==> src/rtl/serial_parity_rx.sv <==
// serial_parity_rx
//   Receives frames of the form start(0), DATA_W data bits LSB first, one
//   parity bit, stop(1). The line idles high and is already synchronous to
//   clk. Each bit is sampled at its middle: the clock counter is aligned
//   HALF cycles into the start bit and then counts whole bit periods.
//
// Ports
//   clk         system clock, rising edge
//   rst         synchronous active-high reset
//   rx_in       serial line
//   data_out    last received word, held until the next frame completes
//   data_valid  one-cycle pulse per completed frame (errors included)
//   parity_err  parity mismatch, qualified by data_valid
//   frame_err   stop bit sampled low, qualified by data_valid
//   busy        receiver is not in IDLE
module serial_parity_rx #(
    parameter int DATA_W       = 8,
    parameter int CLKS_PER_BIT = 4,
    parameter bit PARITY_ODD   = 1'b0
) (
    input  logic              clk,
    input  logic              rst,
    input  logic              rx_in,
    output logic [DATA_W-1:0] data_out,
    output logic              data_valid,
    output logic              parity_err,
    output logic              frame_err,
    output logic              busy
);

    localparam int HALF  = CLKS_PER_BIT / 2;
    localparam int CNT_W = (CLKS_PER_BIT > 2) ? $clog2(CLKS_PER_BIT) : 1;
    localparam int IDX_W = $clog2(DATA_W + 1);

    localparam logic [CNT_W-1:0] CNT_LAST = CNT_W'(CLKS_PER_BIT - 1);
    localparam logic [CNT_W-1:0] CNT_HALF = CNT_W'(HALF - 1);
    localparam logic [IDX_W-1:0] IDX_LAST = IDX_W'(DATA_W - 1);

    typedef enum logic [2:0] {
        IDLE, START, DATA, PARITY, STOP, WAIT_IDLE
    } state_t;

    state_t            state, state_n;
    logic [CNT_W-1:0]  cnt, cnt_n;
    logic [IDX_W-1:0]  idx, idx_n;
    logic [DATA_W-1:0] sh, sh_n;
    logic              acc, acc_n;
    logic              perr, perr_n;
    logic [DATA_W-1:0] dout_n;
    logic              dv_n, pe_n, fe_n;
    logic [DATA_W:0]   sh_ins;
    logic              bit_end;

    // New sample enters at the MSB and moves down; after DATA_W samples the
    // first-received bit sits at bit 0.
    assign sh_ins  = {rx_in, sh};
    assign bit_end = (cnt == CNT_LAST);
    assign busy    = (state != IDLE);

    always_ff @(posedge clk) begin
        if (rst) begin
            state      <= IDLE;
            cnt        <= '0;
            idx        <= '0;
            sh         <= '0;
            acc        <= 1'b0;
            perr       <= 1'b0;
            data_out   <= '0;
            data_valid <= 1'b0;
            parity_err <= 1'b0;
            frame_err  <= 1'b0;
        end else begin
            state      <= state_n;
            cnt        <= cnt_n;
            idx        <= idx_n;
            sh         <= sh_n;
            acc        <= acc_n;
            perr       <= perr_n;
            data_out   <= dout_n;
            data_valid <= dv_n;
            parity_err <= pe_n;
            frame_err  <= fe_n;
        end
    end

    always_comb begin
        state_n = state;
        cnt_n   = bit_end ? '0 : cnt + 1'b1;
        idx_n   = idx;
        sh_n    = sh;
        acc_n   = acc;
        perr_n  = perr;
        dout_n  = data_out;
        dv_n    = 1'b0;
        pe_n    = 1'b0;
        fe_n    = 1'b0;
        case (state)
            IDLE: begin
                cnt_n = '0;
                if (!rx_in) state_n = START;
            end
            START: begin
                if (cnt == CNT_HALF) begin
                    cnt_n = '0;
                    if (rx_in) begin
                        state_n = IDLE;       // glitch, not a start bit
                    end else begin
                        state_n = DATA;
                        idx_n   = '0;
                        sh_n    = '0;
                        acc_n   = 1'b0;
                    end
                end
            end
            DATA: begin
                if (bit_end) begin
                    sh_n  = sh_ins[DATA_W:1];
                    acc_n = acc ^ rx_in;
                    idx_n = idx + 1'b1;
                    if (idx == IDX_LAST) state_n = PARITY;
                end
            end
            PARITY: begin
                if (bit_end) begin
                    perr_n  = acc ^ rx_in ^ PARITY_ODD;
                    state_n = STOP;
                end
            end
            STOP: begin
                if (bit_end) begin
                    dout_n  = sh;
                    dv_n    = 1'b1;
                    pe_n    = perr;
                    fe_n    = ~rx_in;
                    state_n = rx_in ? IDLE : WAIT_IDLE;
                end
            end
            WAIT_IDLE: begin
                // A line stuck low after a bad stop bit must not look like
                // a new start bit.
                cnt_n = '0;
                if (rx_in) state_n = IDLE;
            end
            default: state_n = IDLE;
        endcase
    end

endmodule

==> config.mk <==
export PLATFORM = sky130hd
export DESIGN_NAME = serial_parity_rx
export DESIGN_NICKNAME = d
export VERILOG_FILES = /design/src/rtl/serial_parity_rx.sv
export SDC_FILE = /design/constraint.sdc
export NUM_CORES = 1
export LEC_CHECK = 0
export CAP_MARGIN = 20
export CORE_UTILIZATION = 40
export CTS_CLUSTER_SIZE = 40
export DETAILED_ROUTE_END_ITERATION = 8
export SYNTH_ARGS = -nofsm -noshare
export SYNTH_HDL_FRONTEND = slang
export SYNTH_SLANG_ARGS = --single-unit
export TNS_END_PERCENT = 1
==> constraint.sdc <==
create_clock -name clk -period 2.05 [get_ports clk]
set_input_delay 0.3075 -clock clk [delete_from_list [all_inputs] [get_ports clk]]
set_output_delay 0.3075 -clock clk [all_outputs]
set_load 0.05 [all_outputs]
==> impl_metrics.yaml, run 1 <==
clock_network:
  hold_buffers: 0
  cts_buffer_depth: 2
  clk_latency_ns: 0.33
  cts_buffers: 5
  clk_pin_slew_worst_paths_ns: 0.09
  cts_tree: "done"
  cts_max_level: 2
  cts.sinks: 30
  post_cts_resized: 0
  cts_root_buffer: "clkbuf_4"
  post_cts_buffers: 0
setup_path:
  crit_slowest_cell: "or3_2"
  cp.required_ns: 1.74
  critPathBufInv: 1
  path_class: "flip-flop to output pin"
  cp_max_fo: 16
  crit_chain: "or3_2 -> buf_4"
  slowest_delay_ns: 0.53
  crit_family: "simple AND/OR/NAND/NOR gates"
  cp.arrival_ns: 1.53
  cp-start-kind: "flip-flop"
  worstSetupEndpointType: "output pin"
place:
  hpwl_mm: 1.73
  gp_congestion: 0.741
  port_buffers: 14
  place_area_um2: 1480
  pre_cts_ws_ns: 0.360
synth:
  ys_types: 37
  yosysSeqAreaShare_pct: 45.3
  synthArstFlopShare_pct: 0
  syn-cell-area_um2: 1330
  synth.largest_area_cell: "dfxtp_1"
  netlist_top_cells_area: "dfxtp_1 45%, a21oi_1 6.0%, nand2_1 5.4%"
  synthFlopType: "dfxtp_1"
  synth_top_area_share_pct: 45.3
  yosys_warnings: 0
  synth-seq-cells: 30
  syn_avg_cell_area_um2: 8.96
  synthCells: 148
  synth_nets: 155
  synth_edf_count: 0
detailed_routing:
  post_drt_wl_per_cell_um: 12.1
  route.met3.wl_um: 87
  wirelength_mm: 2.49
  wl_met2_mm: 1.09
  avgViaCountPerCell: 5.11
  maxUsedRoutingLayer: "met4"
  drt_iter0_markers: 38
  vias: 1053
  drc: 0
  first_pass_iters: 4
  ant_nets: 0
  wl_met1_mm: 1.27
sta:
  timing.hold.ws_ns: 0.456
  setup_viol: 0
  clock.fmax_ghz: 0.546
  max_slew.worst_pin.slew_ns: 0.643
  setup_ws_ns: 0.217
  fin_crit_ns: 1.83
  fin_tns_setup_ns: 0
  worst_clock_skew_ns: 0.00506
  rsz0062_at_grt: "false"
  report.final.slew_viol_count: 0
  post-route-period-util_pct: 89.4
  slew_headroom_pct: 57.0
  finalHoldViolCount: 0
floorplanning:
  core_area_um2: 3100
  initial_core_util_pct: 42.7
  fp-row-count: 20
  die_h_um: 59.6
  die_w_um: 59.6
  design.die.area_um2: 3550
  ios: 15
pwr:
  ir_drop_v: 0.000435
  power_density_nw_per_um2: 767
  leakage_nw: 0.549
finish:
  drive_gt1_share_pct: 11.7
  final_common_cell: "dfxtp_1"
  n_antenna_cell: 0
  syn_to_final_growth_pct: 17.5
  final_area_um2: 1560
  fillers: 321
  layout_common_cells: "30 x dfxtp_1, 19 x nor2_1, 19 x nand2_1, 16 x a21oi_1, 13 x clkdlybuf4s50_1"
  nets: 169
status:
  status: "finished, final reports clean"
global_route:
  grt_pass1_vias: 994
  grt_start_max_net_pins: 18
  grt_usage_pct: 16.8
  grt_first_pass_wirelength_mm: 4.36
  antenna_found_initial: 0
  grt_overflow_total: 0
flow_run:
  maxCapViolCount: 0
worst_hold_path:
  min_path_type: "flip-flop to flip-flop"
-- layer usage --
| layer | vias up | track usage [%] |
|---|---|---|
| li1 | 539 | - |
| met1 | 487 | 20.3 |
| met2 | 21 | 26.5 |
| met3 | 6 | 3.93 |
| met4 | 0 | 11.0 |
| met5 | - | 0 |
-- synthesized netlist by cell type (2+ instances only) --
cell / n
dfxtp_1: 30
mux2i_1: 2
a22oi_1: 9
nor3b_1: 2
nand2b_1: 3
nand3b_1: 3
a21oi_1: 16
nor2_1: 19
nand4b_1: 2
buf_4: 3
buf_2: 3
nor3_1: 2
inv_1: 3
nand2_1: 19
ha_1: 4
o21ai_0: 5
clkbuf_1: 2
buf_6: 2
-- final timing paths --
check	from	to	slack [ns]	cells past startpoint
max reg2reg	cnt[0]	sh[4]	0.36	5
min	data_out[0]	data_out[0]	0.46	2
max	state[0]	busy	0.22	2
min reg2reg	data_out[0]	data_out[0]	0.46	2
-- cell families after synthesis --
| logic type | Yosys count | synth area share (%) |
|---|---|---|
| XOR/XNOR | 1 | 0.660 |
| AND/OR/NAND/NOR | 62 | 25.9 |
| adder cells (fa/ha/maj) | 4 | 3.77 |
| AO/OA/AOI/OAI | 35 | 16.6 |
| flip-flops | 30 | 45.3 |
| buffers and inverters | 14 | 6.23 |
| multiplexers | 2 | 1.51 |
-- worst register-to-register path, cell delays in order, from the launching register on --
cell and delay [ns]:
dfxtp_1 0.40, ha_1 0.40, nor3b_4 0.41, buf_4 0.22, a22oi_1 0.09, nor2_1 0.11
-- layout make-up --
class                   instances  area [µm²]  area share, %
repair buffers                 18         168           10.8
flip-flops and latches         30         601           38.5
clock inverters                 1        30.0           1.93
clock buffers                   6        51.3           3.29
inverters                       3        11.3          0.722
multi-input cells             104         643           41.3
well taps                      44        55.1           3.53
-- through the flow --
stage          std cells  power (mW)  util, %
2_1_floorplan        148       0.702        -
3_3_place_gp         199       0.721     47.6
3_5_place_dp         199       0.725     47.6
4_1_cts              206        1.21     50.2
5_1_grt              206        1.25     50.2
6_report             206        1.20     50.2
-- registers in the layout (all words and copies together), names as in the netlist --
name	count
sh	8
idx	4
frame_err	1
perr	1
data_out	8
data_valid	1
parity_err	1
state	3
acc	1
cnt	2
-- report_power, final --
part / switching [mW] / internal (mW) / leakage, nW
Sequential: 0.0210 / 0.590 / 0.242
Clock: 0.201 / 0.284 / 0.0443
Combinational: 0.0542 / 0.0461 / 0.263
Note: power is estimated with default switching activity, not from simulation.
==> run 2, diff against run 1 <==
ABC_CLOCK_PERIOD_IN_PS = 2050   (was unset)
==> results of run 2 <==
Final layout, timing and power as in run 1 (identical DEF).
==> run 3, diff against run 2 <==
CORE_UTILIZATION = 54   (was 40)
PLACE_DENSITY = 0.77   (was unset)
SLEW_MARGIN = 25   (was unset)
==> impl_metrics.yaml, run 3 (synthesis results as in run 1) <==
status:
  status: "finished, final reports clean"
finish:
  final_common_cell: "dfxtp_1"
  layout_common_cells: "30 x dfxtp_1, 19 x nor2_1, 19 x nand2_1, 16 x a21oi_1, 13 x clkdlybuf4s50_1"
  drive_gt1_share_pct: 11.2
  fillers: 208
  reg_top3: "data_out x8, sh x8, idx x4"
  n_antenna_cell: 0
  final_cells: 189
  nets: 168
  multiInputGateArea_um2: 643
  seq_area_um2: 601
  syn_to_final_growth_pct: 12.9
setup_path:
  cp-start-kind: "flip-flop"
  worstSetupEndpointType: "output pin"
  cp.arrival_ns: 1.52
  cp_max_fo: 16
  cp.required_ns: 1.74
  path_class: "flip-flop to output pin"
detailed_routing:
  first_pass_iters: 4
  drt_iter0_markers: 31
  post_drt_wl_per_cell_um: 13.1
  drc: 0
  vias: 1064
  ant_nets: 0
  wirelength_mm: 2.48
  avgViaCountPerCell: 5.63
floorplanning:
  ios: 15
  core_area_um2: 2250
  initial_core_util_pct: 58.8
  die_w_um: 51.6
  design.die.area_um2: 2660
  fp-row-count: 17
  die_h_um: 51.6
clock_network:
  cts_buffer_depth: 2
  post_cts_buffers: 0
  cts_buffers: 5
  clk_pin_slew_worst_paths_ns: 0.09
  post_cts_resized: 0
  clk_latency_ns: 0.32
  hold_buffers: 0
  cts_root_buffer: "clkbuf_4"
  cts_max_level: 2
  cts.sinks: 30
  cts_tree: "done"
pwr:
  ir_drop_v: 0.000694
  power_density_nw_per_um2: 682
  leakage_nw: 0.531
sta:
  setup_viol: 0
  fin_crit_ns: 1.83
  slew_headroom_pct: 65.9
  post-route-period-util_pct: 89.2
  fin_tns_setup_ns: 0
  clock.fmax_ghz: 0.547
  finalHoldViolCount: 0
  max_slew.worst_pin.slew_ns: 0.511
  rsz0062_at_grt: "false"
  report.final.slew_viol_count: 0
  worst_clock_skew_ns: 0.00481
  setup_ws_ns: 0.221
worst_hold_path:
  min_path_type: "flip-flop to flip-flop"
global_route:
  use_met3_pct: 7.89
  grt_pass1_vias: 978
  grt_usage_pct: 22.3
  gr-usage-met1_pct: 26.9
  grt_most_used_layer: "met2"
  grt_first_pass_wirelength_mm: 4.37
  grt_use_met2_pct: 37.4
  grt_overflow_total: 0
  antenna_found_initial: 0
  grt_start_max_net_pins: 32
place:
  dp.cells: 182
  port_buffers: 14
  gp_congestion: 0.771
  pre_cts_ws_ns: 0.352
  hpwl_mm: 1.68
flow_run:
  maxCapViolCount: 0
==> run 3: cell type report <==
class	instances	share of cell area [%]
Clock buffer	5	2.51
Clock inverter	2	0.668
Inverter	3	0.752
Multi-Input combinational cell	104	42.9
Sequential cell	30	40.1
Tap cell	28	2.34
Timing Repair Buffer	17	10.7
==> run 3: worst paths after layout <==
check                   start           to  slack (ns)  cells past startpoint
setup / recovery     state[0]         busy        0.22                      2
hold / removal    data_out[5]  data_out[5]        0.46                      2
setup reg to reg       cnt[0]       idx[2]        0.35                      5
hold reg to reg   data_out[5]  data_out[5]        0.46                      2
==> run 3: metrics by stage <==
step           hold WS [ns]  total power [mW]  area [µm²]  utilization [%]
6_report              0.459              1.02        1500             66.4
3_5_place_dp          0.453             0.721        1450             64.3
4_1_cts               0.465              1.03        1500             66.4
3_3_place_gp          0.445             0.719        1450             64.3
5_1_grt               0.482              1.07        1500             66.4
2_1_floorplan         0.387             0.702        1330                -
==> run 3: layer usage <==
metal / wire, µm / vias up
li1: - / 537
met1: 1120 / 498
met2: 1220 / 27
met3: 122 / 2
met4: 23 / 0
met5: 0 / -
==> run 3: where the power goes <==
group	internal [mW]	switching, mW
Clock	0.123	0.190
Combinational	0.0445	0.0530
Sequential	0.589	0.0211
==> run 3: worst max-delay path: stages (launching register included) <==
cell     delay, ns
dfxtp_1       0.47
or3_2         0.52
buf_4         0.20
